**config.mk**
```make
export PLATFORM = sky130hd
export DESIGN_NAME = seq_multiplier_flat
export DESIGN_NICKNAME = d
export VERILOG_FILES = /design/src/rtl/seq_multiplier_pkg.sv /design/src/rtl/seq_multiplier_if.sv /design/src/rtl/mult_ctrl.sv /design/src/rtl/seq_multiplier.sv /design/src/flat_wrapper.sv
export SDC_FILE = /design/constraint.sdc
export NUM_CORES = 1
export LEC_CHECK = 0
export BUFFER_PORTS_ARGS = -buffer_cell sky130_fd_sc_hd__buf_2
export CORE_MARGIN = 1
export CORE_UTILIZATION = 44
export DETAILED_ROUTE_END_ITERATION = 8
export GPL_TIMING_DRIVEN = 0
export PLACE_DENSITY_LB_ADDON = 0.08
export SLEW_MARGIN = 10
export SYNTH_ARGS = -nofsm -noshare
export SYNTH_HDL_FRONTEND = slang
export SYNTH_SLANG_ARGS = --single-unit
```
**constraint.sdc**
```tcl
create_clock -name clk -period 7.34 [get_ports clk]
set_input_delay 1.101 -clock clk [delete_from_list [all_inputs] [get_ports clk]]
set_output_delay 1.101 -clock clk [all_outputs]
set_load 0.02 [all_outputs]
```
**src/rtl/seq_multiplier_pkg.sv**
```systemverilog
// Shared constants, FSM encoding and operand helper for the sequential multiplier.
package seq_multiplier_pkg;

  localparam int MUL_WIDTH = 32;
  localparam int ITERS     = 32;
  localparam int CNT_W     = 6;
  localparam int REG_W     = 5;

  typedef enum logic [1:0] {
    ST_IDLE = 2'd0,
    ST_RUN  = 2'd1,
    ST_DONE = 2'd2
  } state_t;

  // Magnitude of an operand; 0x80000000 maps to itself, which is the correct unsigned magnitude.
  function automatic logic [MUL_WIDTH-1:0] op_mag(input logic s, input logic [MUL_WIDTH-1:0] x);
    return (s && x[MUL_WIDTH-1]) ? -x : x;
  endfunction

endpackage

```
**src/rtl/seq_multiplier_if.sv**
```systemverilog
// Request/result bundle between the issue stage and the multiplier, incl. register write port.
interface seq_multiplier_if;
  import seq_multiplier_pkg::*;

  logic                 start;
  logic                 signed_op;
  logic [MUL_WIDTH-1:0] a;
  logic [MUL_WIDTH-1:0] b;
  logic [REG_W-1:0]     dest;
  logic                 busy;
  logic                 done;
  logic [MUL_WIDTH-1:0] hi;
  logic [MUL_WIDTH-1:0] lo;
  logic                 regwr;
  logic [REG_W-1:0]     rd;
  logic [MUL_WIDTH-1:0] data;

  modport master (
    output start, signed_op, a, b, dest,
    input  busy, done, hi, lo, regwr, rd, data
  );

  modport slave (
    input  start, signed_op, a, b, dest,
    output busy, done, hi, lo, regwr, rd, data
  );
endinterface

```
**src/rtl/mult_ctrl.sv**
```systemverilog
// Multiplier sequencer: IDLE/RUN/DONE FSM with the shift-add iteration counter.
module mult_ctrl
  import seq_multiplier_pkg::*;
(
  input  logic clk,
  input  logic reset,
  input  logic i_start,
  output logic o_accept,
  output logic o_step,
  output logic o_last,
  output logic o_busy,
  output logic o_done
);

  state_t           r_state;
  logic [CNT_W-1:0] r_cnt;
  logic             r_busy;
  logic             r_done;

  always_ff @(posedge clk or posedge reset) begin
    if (reset) begin
      r_state <= ST_IDLE;
      r_cnt   <= '0;
      r_busy  <= 1'b0;
      r_done  <= 1'b0;
    end else begin
      case (r_state)
        ST_IDLE: begin
          r_done <= 1'b0;
          if (i_start) begin
            r_state <= ST_RUN;
            r_cnt   <= '0;
            r_busy  <= 1'b1;
          end
        end
        ST_RUN: begin
          r_cnt <= r_cnt + 1'b1;
          // Final step shares its edge with sign fix-up, so DONE lands in cycle 33
          if (r_cnt == CNT_W'(ITERS - 1)) begin
            r_state <= ST_DONE;
            r_cnt   <= '0;
            r_done  <= 1'b1;
          end
        end
        ST_DONE: begin
          r_state <= ST_IDLE;
          r_busy  <= 1'b0;
          r_done  <= 1'b0;
        end
        default: begin
          r_state <= ST_IDLE;
          r_cnt   <= '0;
          r_busy  <= 1'b0;
          r_done  <= 1'b0;
        end
      endcase
    end
  end

  assign o_accept = (r_state == ST_IDLE) && i_start;
  assign o_step   = (r_state == ST_RUN);
  assign o_last   = o_step && (r_cnt == CNT_W'(ITERS - 1));
  assign o_busy   = r_busy;
  assign o_done   = r_done;

endmodule

```
**src/rtl/seq_multiplier.sv**
```systemverilog
// Radix-2 shift-add multiplier, 32 iterations, signed via magnitude + final negate.
module seq_multiplier
  import seq_multiplier_pkg::*;
#(
  parameter int WIDTH = MUL_WIDTH
)(
  input  logic             clk,
  input  logic             reset,
  seq_multiplier_if.slave  bus
);

  logic                 w_accept, w_step, w_last;
  logic [2*WIDTH-1:0]   r_acc;
  logic [WIDTH-1:0]     r_mcand;
  logic                 r_neg;
  logic [REG_W-1:0]     r_dest;
  logic [WIDTH-1:0]     r_hi, r_lo, r_data;
  logic [REG_W-1:0]     r_rd;
  logic                 r_regwr;
  logic [WIDTH:0]       w_addend, w_sum;
  logic [2*WIDTH-1:0]   w_shift, w_prod;

  mult_ctrl u_ctrl (
    .clk      (clk),
    .reset    (reset),
    .i_start  (bus.start),
    .o_accept (w_accept),
    .o_step   (w_step),
    .o_last   (w_last),
    .o_busy   (bus.busy),
    .o_done   (bus.done)
  );

  // Upper half accumulates with a carry bit that is shifted back in, so nothing is lost
  assign w_addend = r_acc[0] ? {1'b0, r_mcand} : '0;
  assign w_sum    = {1'b0, r_acc[2*WIDTH-1:WIDTH]} + w_addend;
  assign w_shift  = {w_sum, r_acc[WIDTH-1:1]};
  assign w_prod   = r_neg ? -w_shift : w_shift;

  always_ff @(posedge clk or posedge reset) begin
    if (reset) begin
      r_acc   <= '0;
      r_mcand <= '0;
      r_neg   <= 1'b0;
      r_dest  <= '0;
      r_hi    <= '0;
      r_lo    <= '0;
      r_data  <= '0;
      r_rd    <= '0;
      r_regwr <= 1'b0;
    end else begin
      r_regwr <= 1'b0;
      r_rd    <= '0;
      r_data  <= '0;
      if (w_accept) begin
        r_mcand <= op_mag(bus.signed_op, bus.a);
        r_acc   <= {{WIDTH{1'b0}}, op_mag(bus.signed_op, bus.b)};
        r_neg   <= bus.signed_op & (bus.a[WIDTH-1] ^ bus.b[WIDTH-1]);
        r_dest  <= bus.dest;
      end
      if (w_step)
        r_acc <= w_shift;
      if (w_last) begin
        r_hi    <= w_prod[2*WIDTH-1:WIDTH];
        r_lo    <= w_prod[WIDTH-1:0];
        r_data  <= w_prod[WIDTH-1:0];
        r_rd    <= r_dest;
        r_regwr <= (r_dest != '0);
      end
    end
  end

  assign bus.hi    = r_hi;
  assign bus.lo    = r_lo;
  assign bus.data  = r_data;
  assign bus.rd    = r_rd;
  assign bus.regwr = r_regwr;

endmodule

```
**src/flat_wrapper.sv**
```systemverilog
// flat-port wrapper written by rule: the top's interface ports become plain ports
module seq_multiplier_flat import seq_multiplier_pkg::*;
#(
  parameter int WIDTH = MUL_WIDTH
)
  (clk, reset, bus_start, bus_signed_op, bus_a, bus_b, bus_dest, bus_busy, bus_done, bus_hi, bus_lo, bus_regwr, bus_rd, bus_data);
  seq_multiplier_if bus_i ();
  input  logic clk;
  input  logic reset;
  input wire logic [$bits(bus_i.start)-1:0] bus_start;
  input wire logic [$bits(bus_i.signed_op)-1:0] bus_signed_op;
  input wire logic [$bits(bus_i.a)-1:0] bus_a;
  input wire logic [$bits(bus_i.b)-1:0] bus_b;
  input wire logic [$bits(bus_i.dest)-1:0] bus_dest;
  output wire logic [$bits(bus_i.busy)-1:0] bus_busy;
  output wire logic [$bits(bus_i.done)-1:0] bus_done;
  output wire logic [$bits(bus_i.hi)-1:0] bus_hi;
  output wire logic [$bits(bus_i.lo)-1:0] bus_lo;
  output wire logic [$bits(bus_i.regwr)-1:0] bus_regwr;
  output wire logic [$bits(bus_i.rd)-1:0] bus_rd;
  output wire logic [$bits(bus_i.data)-1:0] bus_data;
  assign bus_i.start = bus_start;
  assign bus_i.signed_op = bus_signed_op;
  assign bus_i.a = bus_a;
  assign bus_i.b = bus_b;
  assign bus_i.dest = bus_dest;
  assign bus_busy = bus_i.busy;
  assign bus_done = bus_i.done;
  assign bus_hi = bus_i.hi;
  assign bus_lo = bus_i.lo;
  assign bus_regwr = bus_i.regwr;
  assign bus_rd = bus_i.rd;
  assign bus_data = bus_i.data;
  seq_multiplier #(.WIDTH(WIDTH)) u_core (.clk(clk), .reset(reset), .bus(bus_i));
endmodule
```
==> flow_metrics.py, run 1 <==
metrics = {
    "status": {
        "outcome": "finished, final reports clean",
    },
    "clock_tree": {
        "h-tree-depth": 1,
        "clockBufferDepth": 3,
        "cts.clk_slew.worst_paths_ps": 60,
        "cts-resized-gates": 0,
        "cts_tree": "built",
        "cts.sinks": 214,
        "numCtsBuffers": 23,
        "root_buffer": "clkbuf_16",
        "holdBufCountCts": 0,
        "clk_latency_ps": 520,
        "post-cts-setup-buffer-count": 0,
    },
    "synthesis": {
        "ys_ff_latch": 214,
        "synth_area_um2": 12200,
        "ys.flop_type": "dfrtp_1",
        "synth_top_family_by_area": "compound AO/OA/AOI/OAI gates",
        "syn_inst": 1339,
        "yosysUniqueCellTypes": 64,
        "synth_top_area_share": 0.441,
        "yosys.area.top_type": "dfrtp_1",
        "synthArstFlopShare": 1.00,
        "syn_avg_cell_area_um2": 9.08,
        "ys_warn_count": 0,
        "synth_fa_ha_area_frac": 0.0387,
        "synth_edf_count": 0,
        "syn-num-nets": 1449,
        "synth-xor-area-share": 0.104,
        "synthMuxAreaShare": 0.00329,
        "ys_seq_area_frac": 0.441,
        "synth_top_cells_by_area": "dfrtp_1 (44%), xor2_1 (6.3%), nand2_1 (5.7%), o21ai_0 (5.5%), xnor2_1 (4.1%)",
        "synth_compound_area_frac": 0.207,
        "synth-simple-area-share": 0.177,
    },
    "die": {
        "die_x_um": 168,
        "dieArea_um2": 28300,
        "io_pins": 177,
        "chipHeight_um": 168,
        "coreArea_um2": 27000,
        "start_util": 0.450,
        "rows": 60,
    },
    "global_route": {
        "grtUsageTotal": 0.244,
        "antenna_found_initial": 0,
        "grt_max_degree": 89,
        "grt_pass1_wl_um": 54800,
        "grt_overflow": 0,
        "first_global_vias": 9886,
    },
    "setup_path": {
        "crit_fanout": 10,
        "crit_start": "u_core.r_acc[0]",
        "worst_setup_path_start_kind": "flop",
        "required_ps": 7730,
        "endpoint": "u_core.bus.hi[29]",
        "worstSetupPathType": "reg2reg",
        "reg2reg_from": "u_core.r_acc[0]",
        "worst_setup_path_end_kind": "flop",
        "crit_arrival_ps": 5450,
        "ff2ff_setup_slack_ps": 2280,
        "r2r-end": "u_core.bus.hi[29]",
        "r2r_cells": 15,
    },
    "finish": {
        "nets": 1652,
        "syn_to_final_growth_pct": 18.2,
        "layout-drive-gt1-share": 0.150,
        "fin_util": 0.531,
        "instances_no_fill": 1899,
        "stdcell_area_um2": 14400,
        "nFillCells": 2541,
        "n_antenna_cell": 0,
    },
    "drt": {
        "drc": 0,
        "via_per_inst": 5.46,
        "dr.pass1.iters": 5,
        "postRouteAntennaNets": 0,
        "num_vias": 10400,
        "wl_per_cell_um": 17.7,
        "drt-initial-drc-count": 703,
        "wirelength_um": 33700,
    },
    "place": {
        "dp_cells": 1858,
        "place_ws_ps": 2300,
        "gp_congestion": 0.909,
        "place_area_um2": 13500,
        "dp_hpwl_um": 26400,
        "port_buffers": 176,
    },
    "power_and_ir_drop": {
        "ir_drop_v": 0.000183,
        "design_power_total_mw": 4.68,
        "power_density_nw_per_um2": 326,
        "p_leak_nw": 6.84,
    },
    "timing": {
        "fin_crit_ps": 5060,
        "finalClockSkew_ps": 12.3,
        "fmax_ghz": 0.198,
        "fin_crit_sh": 0.689,
        "hold_viol": 0,
        "setup_viol": 0,
        "max-slew-margin-rel": 0.340,
        "hold-worst-slack_ps": 467,
        "setup_slack_ps": 2280,
        "setup_tns_ps": 0,
        "worst_pin_slew_ps": 983,
        "slew_viol_final": 0,
        "grt_setup_unrepaired": "false",
    },
    "worst_hold_path": {
        "min_from": "u_core.r_mcand[13]",
        "hp-class": "reg2reg",
    },
    "job": {
        "max_cap_viol_count": 0,
    },
}
## critical path, cell delays in order (launching register included)
cell      delay (ps)
dfrtp_1          440
clkbuf_1         210
and2_1           220
ha_1             210
fa_1             410
a21oi_1          260
o21bai_1         110
xnor2_1          360
nand3_1          190
or3_1            400
or4_1            520
or3_1            400
or4_1            600
o41ai_1          330
xor2_1           190
o21ai_1           70
## final cells by class
| class | instances | area [µm²] | share of cell area |
|---|---|---|---|
| clock buffer | 31 | 656 | 0.0456 |
| inverter | 24 | 97.6 | 0.00680 |
| timing repair buffer | 178 | 936 | 0.0652 |
| sequential | 214 | 5360 | 0.373 |
| multi-input combinational | 1032 | 6450 | 0.449 |
| buffer | 69 | 260 | 0.0181 |
| clock inverter | 10 | 183 | 0.0127 |
| tap | 341 | 427 | 0.0297 |
## routing by layer
metal | up-vias | routed length (µm) | GRT usage
met3 | 35 | 1860 | 0.0324
met2 | 307 | 13600 | 0.349
met5 | - | 0 | 0
met1 | 4871 | 17600 | 0.385
met4 | 0 | 576 | 0.0549
li1 | 5148 | - | -
## sequential cells by signal, indices dropped and copies added (netlist names)
register               count
u_core.bus.hi             32
u_core.r_neg               1
u_core.r_mcand            32
u_core.bus.rd              5
u_core.u_ctrl.o_done       1
u_core.bus.lo             32
u_core.r_acc              64
u_core.u_ctrl.o_busy       1
u_core.r_dest              5
u_core.u_ctrl.r_cnt        6
u_core.bus.regwr           1
u_core.bus.data           32
u_core.u_ctrl.r_state      2
## cells in the mapped netlist, drive strengths merged (24+ instances only)
| cell type | n |
|---|---|
| dfrtp | 214 |
| nand2 | 186 |
| o21ai | 158 |
| nor2 | 96 |
| xor2 | 88 |
| clkbuf | 66 |
| a21oi | 62 |
| xnor2 | 57 |
| and2 | 41 |
| ha | 36 |
| a21o | 35 |
| a22o | 28 |
| a22oi | 28 |
| o31ai | 25 |
| inv | 24 |
## power breakdown
group | leakage (nW) | internal, mW | switching, mW
Clock | 0.414 | 0.801 | 0.481
Sequential | 2.81 | 1.40 | 0.213
Combinational | 3.62 | 0.681 | 1.11
## cell usage in the layout, fill, tap and decap left out, drive strengths merged, types with 4 or more instances in the layout
cell type,synthesis,layout
o21a,6,6
nand2b,7,7
o31ai,25,25
bufinv,0,5
or4,17,17
nand2,186,186
nor3,17,17
nor3b,5,5
ha,36,36
and3,8,8
or3,14,14
a31oi,11,11
dfrtp,214,214
a21oi,62,62
clkbuf,66,97
o211ai,7,7
nor2,96,96
nand3b,4,4
buf,3,181
nor4,12,12
inv,24,25
xnor2,57,57
a211oi,5,5
and2,41,41
a21o,35,35
clkinv,0,4
o21bai,5,5
a22oi,28,28
xor2,88,88
nand3,12,12
nand4,10,10
a22o,28,28
o21ai,158,158
nor2b,7,7
o41ai,12,12
mux2i,4,4
## cell families (layout without fill, tap and decap cells)
logic type               Yosys count  count (layout)
XOR/XNOR                         145             145
buffers and inverters             93             312
flip-flops                       214             214
AO/OA/AOI/OAI                    400             400
AND/OR/NAND/NOR                  446             446
multiplexers                       4               4
adder cells (fa/ha/maj)           37              37
## how the worst min path moves through the flow
stage / slack [ps] / to / depth (start not counted)
2_1_floorplan: 440 / u_core.r_mcand[31] / 2
3_3_place_gp: 450 / u_core.r_mcand[6] / 2
3_5_place_dp: 460 / u_core.r_mcand[13] / 2
4_1_cts: 470 / u_core.r_mcand[13] / 2
5_1_grt: 490 / u_core.bus.lo[11] / 1
6_report: 470 / u_core.r_mcand[13] / 2
Power figures use the tool's default switching activity.
==> run 2: changes to the inputs <==
==> constraint.sdc (replaced) <==
create_clock -name clk -period 5.2 [get_ports clk]
set_input_delay 0.78 -clock clk [delete_from_list [all_inputs] [get_ports clk]]
set_output_delay 0.78 -clock clk [all_outputs]
set_load 0.02 [all_outputs]
==> flow_metrics.py, run 2 (same netlist as run 1, synthesis figures left out) <==
metrics = {
    "clock_tree": {
        "cts.sinks": 214,
        "clk_latency_ps": 530,
        "cts-resized-gates": 0,
        "numCtsBuffers": 24,
        "post-cts-setup-buffer-count": 0,
        "clockBufferDepth": 3,
        "holdBufCountCts": 0,
        "cts.clk_slew.worst_paths_ps": 60,
        "cts_tree": "built",
        "h-tree-depth": 1,
        "root_buffer": "clkbuf_16",
    },
    "power_and_ir_drop": {
        "p_leak_nw": 6.90,
        "power_frac_clock": 0.276,
        "combPwrFrac": 0.383,
        "power_density_nw_per_um2": 462,
        "ir_drop_v": 0.000236,
        "seq_power_share": 0.341,
        "intPower_mw": 4.11,
        "swShare": 0.386,
        "switchingPower_mw": 2.58,
    },
    "setup_path": {
        "worst_setup_path_end_kind": "flop",
        "crit_start": "u_core.r_acc[0]",
        "worst_setup_path_start_kind": "flop",
        "worstSetupPathType": "reg2reg",
        "required_ps": 5590,
        "crit_arrival_ps": 5320,
        "reg2reg_from": "u_core.r_acc[0]",
        "crit_fanout": 10,
        "ff2ff_setup_slack_ps": 270,
    },
    "place": {
        "gp_congestion": 0.892,
        "dp_hpwl_um": 26900,
        "port_buffers": 176,
        "place_area_um2": 13600,
        "place_ws_ps": 131,
    },
    "die": {
        "rows": 60,
        "chipHeight_um": 168,
        "start_util": 0.450,
        "die_x_um": 168,
        "io_pins": 177,
        "dieArea_um2": 28300,
        "coreArea_um2": 27000,
    },
    "drt": {
        "num_vias": 10500,
        "drc": 0,
        "wirelength_um": 34100,
        "postRouteAntennaNets": 0,
        "dr.pass1.iters": 6,
        "via_per_inst": 5.49,
        "wl_per_cell_um": 17.9,
        "drt-initial-drc-count": 651,
    },
    "timing": {
        "fmax_ghz": 0.203,
        "max-slew-margin-rel": 0.373,
        "grt_setup_unrepaired": "false",
        "setup_tns_ps": 0,
        "setup_viol": 0,
        "fin_crit_ps": 4930,
        "worst_pin_slew_ps": 932,
        "hold_viol": 0,
        "slew_viol_final": 0,
        "fin_crit_sh": 0.948,
        "setup_slack_ps": 271,
        "finalClockSkew_ps": 15.9,
    },
    "status": {
        "outcome": "finished, final reports clean",
    },
    "finish": {
        "nFillCells": 2552,
        "stdcell_area_um2": 14500,
        "final_cell_mix": "dfrtp_1 (214), nand2_1 (186), buf_2 (177)",
        "largest-register": "u_core.r_acc",
        "layout_commonest_cell": "dfrtp_1",
        "nets": 1657,
        "regArea_um2": 5360,
        "syn_to_final_growth_pct": 19.3,
        "largest_reg_flops": 64,
        "multi_input_area_um2": 6480,
        "layout-drive-gt1-share": 0.157,
        "n_antenna_cell": 0,
    },
    "global_route": {
        "grt_overflow": 0,
        "grt_max_degree": 41,
        "first_global_vias": 9973,
        "antenna_found_initial": 0,
        "grtUsageTotal": 0.244,
        "grt_pass1_wl_um": 55000,
    },
    "job": {
        "max_cap_viol_count": 0,
    },
    "worst_hold_path": {
        "hp-class": "in2async",
    },
}
[run 2: power groups by stage]
stage | clock network, mW | registers (mW) | logic (mW)
final | 1.85 | 2.28 | 2.56
after global routing | 1.96 | 2.32 | 2.86
after floorplan | 0 | 2.19 | 1.86
after CTS | 1.90 | 2.27 | 2.52
after detailed placement | 0 | 2.29 | 2.51
after global placement | 0 | 2.29 | 2.46
[run 2: routing by layer]
| metal | routed length, µm | GRT usage | vias to the layer above | part of all wire |
|---|---|---|---|---|
| met4 | 617 | 0.0573 | 0 | 0.018 |
| met5 | 0 | 0 | - | 0 |
| li1 | - | - | 5173 | - |
| met1 | 17400 | 0.381 | 4921 | 0.51 |
| met3 | 2170 | 0.0320 | 46 | 0.064 |
| met2 | 13900 | 0.356 | 319 | 0.41 |
[run 2: final cells by class]
type,instances,area share
plain buffers,69,0.0180
inverters,24,0.00647
clock inverters,14,0.0149
repair buffers,182,0.0691
well taps,341,0.0294
flip-flops and latches,214,0.369
multi-input cells,1032,0.447
clock buffers,30,0.0458
[run 2: path summary, 6_finish.rpt]
path                                      end  cells after the start
setup / recovery            u_core.bus.hi[31]                     15
hold / removal               u_core.bus.hi[2]                      2
setup reg to reg            u_core.bus.hi[31]                     15
hold reg to reg            u_core.r_mcand[12]                      2
max in group asynchronous  u_core.r_mcand[11]                      4
min in group clk             u_core.r_dest[4]                      3
[run 2: per-stage QoR]
step                hold WS (ps)   util  power (mW)  instances
floorplan                    438      -        4.06       1339
global placement             452  0.498        4.75       1856
detailed placement           461  0.503        4.80       1862
CTS                          320  0.535        6.68       1906
global route                 356  0.536        7.13       1906
finish                       327  0.536        6.69       1906
[run 2: worst max-delay path, stage by stage (launching register included)]
cell and delay [ps]:
dfrtp_1 450, clkbuf_1 210, and2_1 220, ha_1 210, fa_1 420, a21oi_2 210, o21bai_1 120, xnor2_2 270
nand3_1 160, or3_1 400, or4_1 520, or3_1 400, or4_1 620, o31ai_1 320, xor2_1 200, o21ai_1 70
==> run 3: changes to the inputs <==
==> constraint.sdc (replaced) <==
create_clock -name clk -period 6 [get_ports clk]
set_input_delay 0.9 -clock clk [delete_from_list [all_inputs] [get_ports clk]]
set_output_delay 0.9 -clock clk [all_outputs]
set_load 0.02 [all_outputs]
==> flow_metrics.py, run 3 (same netlist as run 1, synthesis figures left out) <==
metrics = {
    "status": {
        "outcome": "finished, final reports clean",
    },
    "die": {
        "die_x_um": 168,
        "rows": 60,
        "io_pins": 177,
        "coreArea_um2": 27000,
        "start_util": 0.450,
        "chipHeight_um": 168,
        "dieArea_um2": 28300,
    },
    "clock_tree": {
        "root_buffer": "clkbuf_16",
        "clk_latency_ps": 530,
        "cts.clk_slew.worst_paths_ps": 60,
        "holdBufCountCts": 0,
        "post-cts-setup-buffer-count": 0,
        "h-tree-depth": 1,
        "cts-resized-gates": 0,
        "numCtsBuffers": 24,
        "cts.sinks": 214,
        "clockBufferDepth": 3,
        "cts_tree": "built",
    },
    "drt": {
        "dr.pass1.iters": 5,
        "wirelength_um": 34000,
        "wl_per_cell_um": 17.9,
        "drc": 0,
        "postRouteAntennaNets": 0,
        "drt-initial-drc-count": 682,
        "num_vias": 10400,
        "via_per_inst": 5.48,
    },
    "setup_path": {
        "required_ps": 6390,
        "slowest_stage": "or4_1",
        "worstSetupPathType": "reg2reg",
        "reg2reg_from": "u_core.r_acc[0]",
        "critPathBufInv": 1,
        "crit_fanout": 10,
        "crit_start": "u_core.r_acc[0]",
        "cpPeakStageDelay_ps": 600,
        "worst_setup_path_end_kind": "flop",
        "path_cells": "clkbuf_1, and2_1, ha_1, fa_1, a21oi_1, o21bai_1, xnor2_1, nand3_1, or3_1, or4_1, or3_1, or4_1, o41ai_1, xor2_1, o21ai_1",
        "worst_setup_path_start_kind": "flop",
        "cp_top_family": "simple AND/OR/NAND/NOR gates",
        "crit_arrival_ps": 5510,
    },
    "place": {
        "gp_congestion": 0.892,
        "dp_hpwl_um": 26900,
        "dp_cells": 1862,
        "port_buffers": 176,
    },
    "finish": {
        "syn_to_final_growth_pct": 19.0,
        "n_antenna_cell": 0,
        "nets": 1657,
        "final_cell_mix": "dfrtp_1 (214), nand2_1 (186), buf_2 (177)",
        "instances_no_fill": 1906,
        "layout_commonest_cell": "dfrtp_1",
        "largest_reg_flops": 64,
        "largest-register": "u_core.r_acc",
        "layout-drive-gt1-share": 0.154,
    },
    "timing": {
        "fin_crit_sh": 0.855,
        "max-slew-margin-rel": 0.374,
        "grt_setup_unrepaired": "false",
        "fin_crit_ps": 5130,
        "fmax_ghz": 0.195,
        "worst_pin_slew_ps": 930,
        "hold_viol": 0,
        "setup_tns_ps": 0,
        "slew_viol_final": 0,
        "finalClockSkew_ps": 15.7,
        "setup_viol": 0,
    },
    "global_route": {
        "met3_usage": 0.0320,
        "grtUsageTotal": 0.244,
        "grt_max_degree": 41,
        "first_global_vias": 9973,
        "grt_pass1_wl_um": 55000,
        "grt-busiest-layer": "met1",
        "grt_overflow": 0,
        "met2_usage": 0.356,
        "antenna_found_initial": 0,
        "use_met1": 0.381,
    },
    "power_and_ir_drop": {
        "p_leak_nw": 6.89,
        "power_density_nw_per_um2": 400,
        "ir_drop_v": 0.000205,
    },
    "worst_hold_path": {
        "hp-class": "in2async",
    },
    "job": {
        "max_cap_viol_count": 0,
    },
}
## run 3: worst paths after layout
kind                       cells after the start                 end  slack, ps
setup / recovery                              15   u_core.bus.hi[29]        870
min in group clk                               2  u_core.r_mcand[12]        470
hold reg to reg                                2  u_core.r_mcand[12]        470
setup reg to reg                              15   u_core.bus.hi[29]        870
hold / removal                                 2    u_core.bus.hi[2]        450
max in group asynchronous                      4  u_core.r_mcand[11]       4750
## run 3: per-stage QoR
| step | hold WS [ps] | instance area [µm²] | utilization | setup WS (ps) | power (mW) |
|---|---|---|---|---|---|
| 3_5_place_dp | 461 | 13600 | 0.503 | 931 | 4.16 |
| 2_1_floorplan | 438 | 12200 | - | 1630 | 3.52 |
| 6_report | 445 | 14500 | 0.535 | 872 | 5.78 |
| 4_1_cts | 440 | 14500 | 0.535 | 889 | 5.79 |
| 5_1_grt | 476 | 14500 | 0.535 | 539 | 6.17 |
| 3_3_place_gp | 452 | 13500 | 0.498 | 986 | 4.12 |
## run 3: final cells by class
type	instances	area, µm²
fill	2553	12600
clock buffer	30	663
timing repair buffer	182	1000
sequential	214	5360
clock inverter	14	216
buffer	69	260
multi-input combinational	1032	6450
tap	341	427
inverter	24	93.8
## run 3: where the power goes
part	switching (mW)	internal [mW]	total, mW	leakage (nW)
clock	0.602	1.00	1.60	0.432
combinational	1.37	0.838	2.20	3.65
sequential	0.263	1.71	1.97	2.81
total	2.23	3.55	5.78	6.89
## run 3: per-layer routing
layer  vias up  part of all wire
met3        45             0.058
met2       312              0.41
met1      4918              0.52
met5         -                 0
met4         0             0.019
li1       5165                 -
